<file path="src/rtl/mem_port_arbiter_if.sv">
// mem_port_arbiter_if: fetch, data, shared memory port and stall signals of the arbiter
interface mem_port_arbiter_if #(
    parameter int ADDR_W = 9,
    parameter int DATA_W = 32
);
    logic              if_req;
    logic [ADDR_W-1:0] if_addr;
    logic [DATA_W-1:0] if_rdata;
    logic              if_valid;
    logic              d_req;
    logic              d_we;
    logic [ADDR_W-1:0] d_addr;
    logic [DATA_W-1:0] d_wdata;
    logic [2:0]        d_funct3;
    logic [DATA_W-1:0] d_rdata;
    logic              d_valid;
    logic              mem_en;
    logic              mem_we;
    logic [ADDR_W-1:0] mem_addr;
    logic [DATA_W-1:0] mem_wdata;
    logic [2:0]        mem_funct3;
    logic [DATA_W-1:0] mem_rdata;
    logic              stall_if;
    logic              stall_mem;

    modport master (
        output if_req, if_addr, d_req, d_we, d_addr, d_wdata, d_funct3, mem_rdata,
        input  if_rdata, if_valid, d_rdata, d_valid, mem_en, mem_we, mem_addr, mem_wdata,
               mem_funct3, stall_if, stall_mem
    );

    modport slave (
        input  if_req, if_addr, d_req, d_we, d_addr, d_wdata, d_funct3, mem_rdata,
        output if_rdata, if_valid, d_rdata, d_valid, mem_en, mem_we, mem_addr, mem_wdata,
               mem_funct3, stall_if, stall_mem
    );
endinterface

</file>
<file path="src/rtl/mem_port_arbiter.sv">
// mem_port_arbiter: shares one memory port between fetch and data requesters
module mem_port_arbiter #(
    parameter int ADDR_W  = 9,
    parameter int DATA_W  = 32,
    parameter int MEM_LAT = 2
) (
    input logic clk,
    input logic reset,
    mem_port_arbiter_if.slave bus
);
    typedef enum logic [1:0] {IDLE, IACC, DACC} state_t;

    state_t            state, state_n;
    logic [3:0]        wait_cnt;
    logic [2:0]        streak;
    logic [ADDR_W-1:0] addr_q;
    logic [DATA_W-1:0] wdata_q;
    logic [2:0]        funct3_q;
    logic              we_q;
    logic [DATA_W-1:0] if_rdata_q, d_rdata_q;
    logic              if_valid_q, d_valid_q;
    logic              if_m, d_m, grant_i, grant_d, done;

    // a requester is ignored during the cycle its previous access reports completion
    assign if_m = bus.if_req & ~if_valid_q;
    assign d_m  = bus.d_req & ~d_valid_q;
    assign done = (state != IDLE) && (wait_cnt == 4'd0);

    // arbitration: data wins unless four data grants in a row have starved a waiting fetch
    always_comb begin
        state_n = state;
        grant_i = 1'b0;
        grant_d = 1'b0;
        if (state == IDLE) begin
            grant_i = if_m && (streak[2] || !d_m);
            grant_d = d_m && !grant_i;
            state_n = grant_d ? DACC : grant_i ? IACC : IDLE;
        end else if (wait_cnt == 4'd0) begin
            state_n = IDLE;
        end
    end

    // state register
    always_ff @(posedge clk) begin
        if (reset) state <= IDLE;
        else       state <= state_n;
    end

    // command latch, wait and streak counters, read data capture and completion pulses
    always_ff @(posedge clk) begin
        if (reset) begin
            wait_cnt   <= '0;
            streak     <= '0;
            addr_q     <= '0;
            wdata_q    <= '0;
            funct3_q   <= '0;
            we_q       <= 1'b0;
            if_rdata_q <= '0;
            d_rdata_q  <= '0;
            if_valid_q <= 1'b0;
            d_valid_q  <= 1'b0;
        end else begin
            if_valid_q <= done && state == IACC;
            d_valid_q  <= done && state == DACC;
            if (grant_i || grant_d) begin
                wait_cnt <= 4'(MEM_LAT - 1);
                addr_q   <= grant_d ? bus.d_addr : bus.if_addr;
                wdata_q  <= grant_d ? bus.d_wdata : '0;
                funct3_q <= grant_d ? bus.d_funct3 : 3'b010;
                we_q     <= grant_d & bus.d_we;
                streak   <= (grant_d && bus.if_req) ? streak + 3'd1 : 3'd0;
            end else if (state != IDLE && wait_cnt != 4'd0) begin
                wait_cnt <= wait_cnt - 4'd1;
            end
            if (done && state == IACC) if_rdata_q <= bus.mem_rdata;
            if (done && state == DACC && !we_q) d_rdata_q <= bus.mem_rdata;
        end
    end

    assign bus.mem_en     = state != IDLE;
    assign bus.mem_we     = state == DACC && we_q;
    assign bus.mem_addr   = addr_q;
    assign bus.mem_wdata  = wdata_q;
    assign bus.mem_funct3 = funct3_q;
    assign bus.if_rdata   = if_rdata_q;
    assign bus.d_rdata    = d_rdata_q;
    assign bus.if_valid   = if_valid_q;
    assign bus.d_valid    = d_valid_q;
    assign bus.stall_if   = bus.if_req & ~if_valid_q;
    assign bus.stall_mem  = bus.d_req & ~d_valid_q;
endmodule

</file>
<file path="src/flat_wrapper.sv">
// flat-port wrapper written by rule: the top's interface ports become plain ports
module mem_port_arbiter_flat 
#(
    parameter int ADDR_W  = 9,
    parameter int DATA_W  = 32,
    parameter int MEM_LAT = 2
)
  (clk, reset, bus_if_req, bus_if_addr, bus_d_req, bus_d_we, bus_d_addr, bus_d_wdata, bus_d_funct3, bus_mem_rdata, bus_if_rdata, bus_if_valid, bus_d_rdata, bus_d_valid, bus_mem_en, bus_mem_we, bus_mem_addr, bus_mem_wdata, bus_mem_funct3, bus_stall_if, bus_stall_mem);
  mem_port_arbiter_if #(.ADDR_W(ADDR_W), .DATA_W(DATA_W)) bus_i ();
  input logic clk;
  input logic reset;
  input wire logic [$bits(bus_i.if_req)-1:0] bus_if_req;
  input wire logic [$bits(bus_i.if_addr)-1:0] bus_if_addr;
  input wire logic [$bits(bus_i.d_req)-1:0] bus_d_req;
  input wire logic [$bits(bus_i.d_we)-1:0] bus_d_we;
  input wire logic [$bits(bus_i.d_addr)-1:0] bus_d_addr;
  input wire logic [$bits(bus_i.d_wdata)-1:0] bus_d_wdata;
  input wire logic [$bits(bus_i.d_funct3)-1:0] bus_d_funct3;
  input wire logic [$bits(bus_i.mem_rdata)-1:0] bus_mem_rdata;
  output wire logic [$bits(bus_i.if_rdata)-1:0] bus_if_rdata;
  output wire logic [$bits(bus_i.if_valid)-1:0] bus_if_valid;
  output wire logic [$bits(bus_i.d_rdata)-1:0] bus_d_rdata;
  output wire logic [$bits(bus_i.d_valid)-1:0] bus_d_valid;
  output wire logic [$bits(bus_i.mem_en)-1:0] bus_mem_en;
  output wire logic [$bits(bus_i.mem_we)-1:0] bus_mem_we;
  output wire logic [$bits(bus_i.mem_addr)-1:0] bus_mem_addr;
  output wire logic [$bits(bus_i.mem_wdata)-1:0] bus_mem_wdata;
  output wire logic [$bits(bus_i.mem_funct3)-1:0] bus_mem_funct3;
  output wire logic [$bits(bus_i.stall_if)-1:0] bus_stall_if;
  output wire logic [$bits(bus_i.stall_mem)-1:0] bus_stall_mem;
  assign bus_i.if_req = bus_if_req;
  assign bus_i.if_addr = bus_if_addr;
  assign bus_i.d_req = bus_d_req;
  assign bus_i.d_we = bus_d_we;
  assign bus_i.d_addr = bus_d_addr;
  assign bus_i.d_wdata = bus_d_wdata;
  assign bus_i.d_funct3 = bus_d_funct3;
  assign bus_i.mem_rdata = bus_mem_rdata;
  assign bus_if_rdata = bus_i.if_rdata;
  assign bus_if_valid = bus_i.if_valid;
  assign bus_d_rdata = bus_i.d_rdata;
  assign bus_d_valid = bus_i.d_valid;
  assign bus_mem_en = bus_i.mem_en;
  assign bus_mem_we = bus_i.mem_we;
  assign bus_mem_addr = bus_i.mem_addr;
  assign bus_mem_wdata = bus_i.mem_wdata;
  assign bus_mem_funct3 = bus_i.mem_funct3;
  assign bus_stall_if = bus_i.stall_if;
  assign bus_stall_mem = bus_i.stall_mem;
  mem_port_arbiter #(.ADDR_W(ADDR_W), .DATA_W(DATA_W), .MEM_LAT(MEM_LAT)) u_core (.clk(clk), .reset(reset), .bus(bus_i));
endmodule
</file>
<file path="config.mk">
export PLATFORM = sky130hd
export DESIGN_NAME = mem_port_arbiter_flat
export DESIGN_NICKNAME = d
export VERILOG_FILES = /design/src/rtl/mem_port_arbiter_if.sv /design/src/rtl/mem_port_arbiter.sv /design/src/flat_wrapper.sv
export SDC_FILE = /design/constraint.sdc
export NUM_CORES = 1
export LEC_CHECK = 0
export CAP_MARGIN = 15
export CORE_ASPECT_RATIO = 1.25
export CORE_MARGIN = 2
export CORE_UTILIZATION = 37
export DETAILED_ROUTE_END_ITERATION = 8
export PLACE_DENSITY = 0.85
export SYNTH_ARGS = -nofsm -noshare
export SYNTH_HDL_FRONTEND = slang
export SYNTH_SLANG_ARGS = --single-unit
</file>
<file path="constraint.sdc">
create_clock -name clk -period 1.9 [get_ports clk]
set_input_delay 0.38 -clock clk [delete_from_list [all_inputs] [get_ports clk]]
set_output_delay 0.38 -clock clk [all_outputs]
set_load 0.02 [all_outputs]
</file>
After elaboration in Yosys (flattened, before gate mapping)
Index checks and enable logic that the tools add are counted.
{ "op_classes": {"n_addsub": 2, "n_mul": 0, "reduce_logical": 21, "muxes": 12, "eq_ne": 2, "div_mod_pow": 0, "n_bitwise": 5, "order_cmp": 0, "shift": 0} }
{ "op_table": {"columns": ["op", "n"], "rows": [
  ["$mux W32", 1],
  ["$logic_and A1 B1 Y1", 9],
  ["$mux W9", 1],
  ["$mux W2", 3],
  ["$mux W3", 2],
  ["$reduce_bool A2 Y1", 3],
  ["$mux W1", 5],
  ["$logic_not A4 Y1", 1],
  ["$reduce_bool A4 Y1", 1],
  ["$sub A4 B1 Y4 const B", 1],
  ["$add A3 B1 Y3 const B", 1],
  ["$and A1 B1 Y1", 3],
  ["$logic_not A1 Y1", 3],
  ["$eq A2 B1 Y1 const B", 1],
  ["$eq A2 B2 Y1 const B", 1],
  ["$logic_not A2 Y1", 1],
  ["$logic_or A1 B1 Y1", 2],
  ["$not A1 Y1", 2],
  ["$reduce_or A2 Y1", 1]
]} }
{ "word_totals": {"word_cells": 54, "rom_bits": 0, "memories": 0, "input_bits": 90, "latch_bits": 0, "mem_bits_rw": 0, "output_inout_bits": 114, "ff_bits": 120} }

Logic depth before layout (Yosys ltp)
Gate-level depths: netlist of run 1.
{ "logic_depth": {"depth_word": 10, "depth_mapped": 9} }

Least setup slack after synthesis of run 1
OpenSTA, ideal clock, no wires.
{ "synth_timing": {"kind": "register -> register", "startpoint": "register u_core.wait_cnt[0]", "endpoint": "register u_core.d_rdata_q[10], in the netlist u_core.bus.d_rdata[10]", "setup_slack_ns": 0.016, "setup_time_ns": 0.132, "t_arrival_ns": 1.752, "path_stages_with_launch": 10, "required_ns": 1.768, "n_path_buf": 3, "path_cell_list": "dfxtp_1 inv_1 ha_1 or3b_1 buf_2 or3_1 buf_2 buf_6 nand2_1 a21oi_1"} }
{ "synth_between": {"elab_chain_len": 4} }
{ "synth_lines": {"columns": ["element", "line_no", "rtl"], "rows": [
  ["start, declared", "mem_port_arbiter.sv:14", "logic [3:0] wait_cnt;"],
  ["start signal, assigned", "mem_port_arbiter.sv:66", "wait_cnt <= 4'(MEM_LAT - 1);"],
  ["start signal, assigned", "mem_port_arbiter.sv:73", "wait_cnt <= wait_cnt - 4'd1;"],
  ["$logic_not A4 Y1", "mem_port_arbiter.sv:27", "assign done = (state != IDLE) && (wait_cnt == 4'd0);"],
  ["$logic_and A1 B1 Y1", "mem_port_arbiter.sv:27", null],
  ["$logic_and A1 B1 Y1 (2 in series)", "mem_port_arbiter.sv:76", "if (done && state == DACC && !we_q) d_rdata_q <= bus.mem_rdata;"],
  ["end signal, assigned", "mem_port_arbiter.sv:76", null],
  ["end, declared", "mem_port_arbiter.sv:20", "logic [DATA_W-1:0] if_rdata_q, d_rdata_q;"]
]} }
No other way between the ends.
A chain may end at the register's enable or synchronous reset.

Final worst setup path of run 1
{ "layout_timing": {"startpoint": "register u_core.wait_cnt[1]", "endpoint": "register u_core.if_rdata_q[23], in the netlist u_core.bus.if_rdata[23]"} }
{ "layout_between": {"elab_chain_len": 3} }
{ "layout_lines": {"columns": ["element", "line_no", "rtl"], "rows": [
  ["$logic_not A4 Y1", "mem_port_arbiter.sv:27", null],
  ["$logic_and A1 B1 Y1", "mem_port_arbiter.sv:27", null],
  ["$logic_and A1 B1 Y1", "mem_port_arbiter.sv:75", "if (done && state == IACC) if_rdata_q <= bus.mem_rdata;"],
  ["end signal, assigned", "mem_port_arbiter.sv:75", null],
  ["end, declared", "mem_port_arbiter.sv:20", null]
]} }
No other way between the ends.

==> impl_results.md, run 1 <==
- Status: completed
- Commonest non-fill, non-tap cell in the layout: clkdlybuf4s50_1
- First-pass GRT wire length: around 20000 um
- Setup TNS: 0 ps
- Maxcap violations: 0
- CTS Buf Count: 17
- Synthesized flop and latch total: between 100 and 150
- Initial drt markers: about 300
- Commonest cells after routing, fill and taps aside: 198 x clkdlybuf4s50_1, 127 x nand2_1, 117 x dfxtp_1
- Hold_sp: reset
- Number of flops mapped to enable cells by yosys: 0
- Initial core utilization: 38.1%
- Via/cell ratio: 5.13
- Antenna cells: 0
- Crit path time final: 1870 ps
- Total Routed Length: roughly 13000 um
- Slew Limit Headroom: approximately 68%
- Clock share of power: 44.8%
- Htree depth: 4
- I/O pins: between 200 and 250
- CP dominant cell by count: buf_6
- WL met2: 6670 um
- Crit Path Class: reg2reg
- FF-to-FF Start: u_core.wait_cnt[1]
- Met3 wire len: ~1100 um
- Placed Area: approximately 6500 sq um
- Share of flip-flops with an asynchronous set or reset: 0%
- Worst r2r dst: u_core.bus.if_rdata[23]
- YS warnings: 0
- Worst reg2reg setup slack: around 30 ps
- Worst setup SP type: register
- Final Hold Viols: 0
- Full die area: about 12000 sq um
- Syn nets: 557
- GP Congestion: 0.809
- Hold slack: 245 ps
- Largest net degree at the start of global routing: 37
- DR vias: 4260
- Die Span Y: ~120 um
- Clock Skew: 10.8 ps
- DRT Pass-1 Iters: 5
- Logic pwr share: 18.0%
- CTS clock-pin slew for the worst setup and hold paths: 60 ps
- Initial antenna violation count: 0
- Core footprint: 11100 sq um
- Sequential cell area fraction in the yosys report: 56.6%
- Leakage: 2.69 nW
- Share of cells above drive strength 1: 13.1%
- Achievable Freq: 0.535 GHz
- Final-report setup violation count: 0
- Pwr/cell area: 1030 nW/um^2
- Synth-to-Final Area Change: 71.8%
- Clock Root Buffer: clkbuf_16
- Yosys cell types: 35
- Hold-fix buffers at CTS: 0
- Row count: 43
- M1 WL: 5220 um
- Slew Limit Fails: 0
- Number of global-route vias before repair: between 4000 and 5000
- Type of the worst min-delay path: in2reg
- DRC Markers: 0
- Post-DP HPWL: 9020 um
- Post-layout nets: 776
- Sequential power share: 37.1%
- Req. time, crit path: 2230 ps
- Actual slew at the worst max-slew pin: around 470 ps
- Worst Setup EP: u_core.bus.if_rdata[23]
- Die extent in x: 99.8 um
- Top sig layer: met4
- PortBufs: 203
- CTS tree: yes
- Slowest library cell on the worst path: or3b_4
- Clk sinks: 120
- Total power: 7.51 mW
- Sw Pwr: 1.92 mW
- Critical path endpoint category: register
- Reg2reg path depth: 9
- Post-Syn Area: ~4200 sq um
- Final instance area: 7290 sq um
- Mean Syn Cell Area: 9.12 sq um
- Post-DRT Antenna Nets: 0
- Top cell family by delay on the critical path: simple AND/OR/NAND/NOR gates
- Total congestion overflow: 0
- Worst VDD drop: 578 uV
- Critical Path Fanout Max: 8
- WL/cell: about 16 um
- Worst setup path startpoint: u_core.wait_cnt[1]
- Critical Path, Cell by Cell: inv_2, ha_4, or3b_4, buf_6, nor3b_4, buf_6, buf_12, nand2_2, a21oi_2
- WP data arrival: approximately 2200 ps
- Ys flop type: dfxtp_1
- Gr usage total: 20.9%
- Sw Ratio: 25.6%
- Final cycle utilization of the critical path: a little over nine tenths
- Max incr delay on CP: 400 ps
- Int Power: 5.59 mW
- Buf/Inv on CP: 4
- Clock latency on the worst-skew pair: 410 ps
- Critical Path Stages: 9
- Longest Clk Path Bufs: 2
- Cells after Synth: 465
[through the flow]
step	utilization [%]	worst slack, ps	std cells
final	65.4	30.1	831
after global placement	58.4	-208	794
after global routing	65.4	-30.0	831
after CTS	64.1	-10.5	825
after floorplan	-	16.1	465
after detailed placement	58.4	-252	794
[what timing repair did]
item | 4_1_cts | 5_1_grt
endpoints found under the setup margin | 36 | 57
setup buffers | 0 | 3
pin swaps | 0 | 6
cloned | 0 | 3
resized for setup | 10 | 20
endpoints found under the hold margin | 0 | 0
[cells by family after synthesis]
kind of cell / share of synthesized area (%)
buffers and inverters: 5.54
and+or+nand+nor: 18.5
DFF: 56.6
AOI/OAI and AO/OA: 18.2
muxes: 0.472
adders and majority gates: 0.590
[worst register-to-register path, delay by kind of cell, from the launching register on]
| kind | cells | cell delay (ps) |
|---|---|---|
| buf+inv | 4 | 480 |
| flops | 1 | 330 |
| simple gates | 3 | 670 |
| compound gates | 1 | 180 |
| fa+ha+maj | 1 | 140 |
[how the worst min path moves through the flow]
stage | slack, ps | depth (start not counted) | to
floorplan | 450 | 1 | u_core.streak[1]
global placement | 440 | 2 | u_core.bus.d_rdata[12]
detailed placement | 450 | 2 | u_core.bus.if_rdata[2]
CTS | 230 | 2 | u_core.wait_cnt[0]
global route | 250 | 2 | u_core.wait_cnt[0]
finish | 240 | 2 | u_core.wait_cnt[0]
[state kept, by name, indices dropped and copies added, names as in the netlist]
signal,count
u_core.wait_cnt,4
u_core.bus.d_valid,1
u_core.bus.if_rdata,32
u_core.state,2
u_core.bus.mem_wdata,32
u_core.bus.mem_funct3,3
u_core.bus.mem_addr,9
u_core.bus.d_rdata,32
u_core.bus.if_valid,1
u_core.streak,3
u_core.we_q,1
[power groups by stage]
stage          Sequential [mW]  Combinational, mW  Clock [mW]
2_1_floorplan             3.00              0.433           0
3_3_place_gp              2.83               1.27           0
3_5_place_dp              2.83               1.30           0
4_1_cts                   2.79               1.31        3.42
5_1_grt                   2.81               1.44        3.53
6_report                  2.79               1.35        3.37
[Yosys cell counts, drive strengths merged, types with 2 or more instances]
cell	instances	area, sq um
mux2i	2	20.0
o22ai	9	56.3
nand2b	3	18.8
dfxtp	120	2400
nor3	12	65.1
ha	2	25.0
nor4	3	18.8
nand2	131	492
a22o	35	307
clkbuf	13	48.8
nor2b	11	68.8
buf	21	164
a21oi	71	359
nor2	9	33.8
nand3b	2	15.0
inv	6	22.5
or3b	2	17.5
[final cells by class]
cell class | count | area (sq um)
fillers | 842 | 3850
repair buffers | 234 | 2380
multi-input cells | 305 | 1690
clock inverters | 14 | 200
well taps | 135 | 169
inverters | 6 | 22.5
flip-flops and latches | 120 | 2410
clock buffers | 17 | 425
[routing by layer]
layer	GRT usage [%]	up-vias
li1	-	2029
met1	23.1	1964
met2	36.6	237
met3	6.51	30
met4	9.85	0
met5	0	-
Power figures use the tool's default switching activity.
==> run 2, diff against run 1 <==
--- a/config.mk
+++ b/config.mk
@@ -11,6 +11,8 @@
 export CORE_UTILIZATION = 37
 export DETAILED_ROUTE_END_ITERATION = 8
 export PLACE_DENSITY = 0.85
+export SKIP_LAST_GASP = 1
+export SLEW_MARGIN = 25
 export SYNTH_ARGS = -nofsm -noshare
 export SYNTH_HDL_FRONTEND = slang
 export SYNTH_SLANG_ARGS = --single-unit
==> run 2 against run 1 <==
  * Critical path type is now reg2out
  * Utilization shrank 0.15 points
  * Clock skew is essentially flat
  * Sequential share of layout area grew 0.074 points
  * Fmax grew 0.12%
  * Non-clock buffer count is the same
  * Via count is essentially flat
  * Sequential power is essentially flat
  * Worst hold slack is essentially flat
  * Die area is the same
  * Routed wire length grew 0.58%
  * Sequential cell count is the same
==> impl_results.md, run 2 (synthesis gave the netlist of run 1 again) <==
- Status: completed (unchanged)
- Largest net degree at the start of global routing: 37 (unchanged)
- Commonest cells after routing, fill and taps aside: 198 x clkdlybuf4s50_1, 130 x nand2_1, 117 x dfxtp_1 (was 198 x clkdlybuf4s50_1, 127 x nand2_1, 117 x dfxtp_1)
- Final core occ: 65.3% (was 65.4%)
- CTS Buf Count: 17 (unchanged)
- Gr usage total: 20.9% (about the same)
- Sw Pwr: 1.92 mW (about the same)
- DR vias: 4257 (was 4260)
- Req. time, crit path: 1520 ps (was 2230 ps)
- Post-DRT Antenna Nets: 0 (unchanged)
- Leakage: 2.71 nW (was 2.69 nW)
- Max incr delay on CP: 650 ps (was 400 ps)
- Total Routed Length: 13500 um (was 13400 um)
- Crit Path Class: reg2out (was reg2reg)
- Share of cells above drive strength 1: 11.6% (was 13.1%)
- Final WS setup: 32.4 ps (was 30.1 ps)
- Critical Path, Cell by Cell: clkdlybuf4s50_1 (was inv_2, ha_4, or3b_4, buf_6, nor3b_4, buf_6, buf_12, nand2_2, a21oi_2)
- Hold-fix buffers at CTS: 0 (unchanged)
- Slew Limit Headroom: 67.7% (about the same)
- Total congestion overflow: 0 (unchanged)
- Initial drt markers: 259 (was 301)
- Synth-to-Final Area Change: 71.4% (was 71.8%)
- Top cell family by delay on the critical path: buffers and inverters (was simple AND/OR/NAND/NOR gates)
- Clock latency on the worst-skew pair: 410 ps (about the same)
- CTS clock-pin slew for the worst setup and hold paths: 60 ps (about the same)
- Via/cell ratio: 5.12 (was 5.13)
- Worst Setup EP: bus_if_valid (was u_core.bus.if_rdata[23])
- Final-report setup violation count: 0 (unchanged)
- Number of global-route vias before repair: 4321 (was 4320)
- Maxcap violations: 0 (unchanged)
- Worst reg2reg setup slack: 30 ps (about the same)
- Crit path time final: 1870 ps (about the same)
- Actual slew at the worst max-slew pin: 472 ps (was 473 ps)
- PortBufs: 203 (unchanged)
- Htree depth: 4 (unchanged)
- Slew Limit Fails: 0 (unchanged)
- Commonest non-fill, non-tap cell in the layout: clkdlybuf4s50_1 (unchanged)
- Setup TNS: 0 ps (unchanged)
- Dpl ws: -252 ps (unchanged)
- Critical path endpoint category: primary output (was register)
- Die Span Y: 124 um (unchanged)
- DRC Markers: 0 (unchanged)
- Critical Path Stages: 1 (was 9)
- Sw Ratio: 25.6% (about the same)
- Post-layout nets: 776 (unchanged)
- FF-to-FF Start: u_core.wait_cnt[1] (unchanged)
- RSZ-0062 raised after global routing: no
- I/O pins: 204 (unchanged)
- Worst setup SP type: register (unchanged)
- WP data arrival: 1490 ps (was 2200 ps)
- Worst VDD drop: 578 uV (about the same)
- Critical Path Fanout Max: 3 (was 8)
- Reg2reg path depth: 9 (unchanged)
- Buf/Inv on CP: 1 (was 4)
- CTS tree: yes (unchanged)
- Worst r2r dst: u_core.bus.if_rdata[23] (unchanged)
- Clock Skew: 10.4 ps (was 10.8 ps)
- DRT Pass-1 Iters: 5 (unchanged)
- Post-DP HPWL: 9020 um (unchanged)
- WL/cell: 16.2 um (was 16.1 um)
- Pwr/cell area: 1030 nW/um^2 (about the same)
- Achievable Freq: 0.535 GHz (about the same)
- Antenna cells: 0 (unchanged)
- Longest Clk Path Bufs: 2 (unchanged)
- Initial antenna violation count: 0 (unchanged)
- Full die area: 12300 sq um (unchanged)
- Final cycle utilization of the critical path: 98.3% (was 98.4%)
- Type of the worst min-delay path: in2reg (unchanged)
- First-pass GRT wire length: 20300 um (about the same)
- Slowest library cell on the worst path: clkdlybuf4s50_1 (was or3b_4)
- Final Hold Viols: 0 (unchanged)
- Die extent in x: 99.8 um (unchanged)
- Worst setup path startpoint: u_core.bus.if_valid (was u_core.wait_cnt[1])
- Clk sinks: 120 (unchanged)
- Initial core utilization: 38.1% (unchanged)
- Int Power: 5.59 mW (about the same)
- Sequential power share: 37.1% (about the same)
- Core footprint: 11100 sq um (unchanged)
- GP Congestion: 0.809 (unchanged)
- Logic pwr share: 18.0% (about the same)
- Row count: 43 (unchanged)
- Clock Root Buffer: clkbuf_16 (unchanged)
- Clock share of power: 44.9% (was 44.8%)
run 2: cell count changes in the layout (fill, tap and decap cells not counted), sizes merged:
cell          before  now
buf               30   29
clkbuf            19   20
dlygate4sd2        4    3
dlymetal6s2s       0    1
run 2: repair_timing:
item	in CTS	in global routing
hold endpoints to repair	0	0
buffers inserted	0	2
resized for setup	6	13
gates cloned	0	4
pin swaps	0	5
endpoints found under the setup margin	36	57
run 2: metal layers:
layer | up-vias | track usage, % | part of all wire (%)
met3 | 32 | 6.51 | 7.9
met2 | 211 | 36.5 | 50
li1 | 2027 | - | -
met4 | 0 | 9.76 | 2.6
met1 | 1987 | 23.1 | 40
met5 | - | 0 | 0
run 2: stage by stage:
step	cell area, sq um	std cells	hold slack [ps]	power, mW
final	7270	831	245	7.51
after global routing	7270	831	249	7.78
after CTS	7130	825	233	7.51
after detailed placement	6500	794	450	4.13
after global placement	6500	794	441	4.09
after floorplan	4240	465	446	3.44
run 2: power by group through the flow:
stage	registers (mW)	logic [mW]	clock network [mW]
finish	2.79	1.35	3.37
CTS	2.79	1.31	3.42
global placement	2.83	1.27	0
global route	2.81	1.44	3.53
detailed placement	2.83	1.30	0
floorplan	3.00	0.433	0
run 2: cell type report:
| class | instances | area (sq um) |
|---|---|---|
| clock buffer | 17 | 425 |
| clock inverter | 14 | 200 |
| fill | 837 | 3860 |
| inverter | 6 | 22.5 |
| multi-input combinational | 305 | 1650 |
| sequential | 120 | 2410 |
| tap | 135 | 169 |
| timing repair buffer | 234 | 2400 |
run 2: worst min-delay path by stage:
stage	end	from	cells after the start
floorplan	u_core.streak[1]	u_core.streak[1]	1
global placement	u_core.bus.d_rdata[12]	u_core.bus.d_rdata[12]	2
detailed placement	u_core.bus.if_rdata[2]	u_core.bus.if_rdata[2]	2
CTS	u_core.wait_cnt[0]	reset	2
global route	u_core.wait_cnt[0]	reset	2
finish	u_core.wait_cnt[0]	reset	2
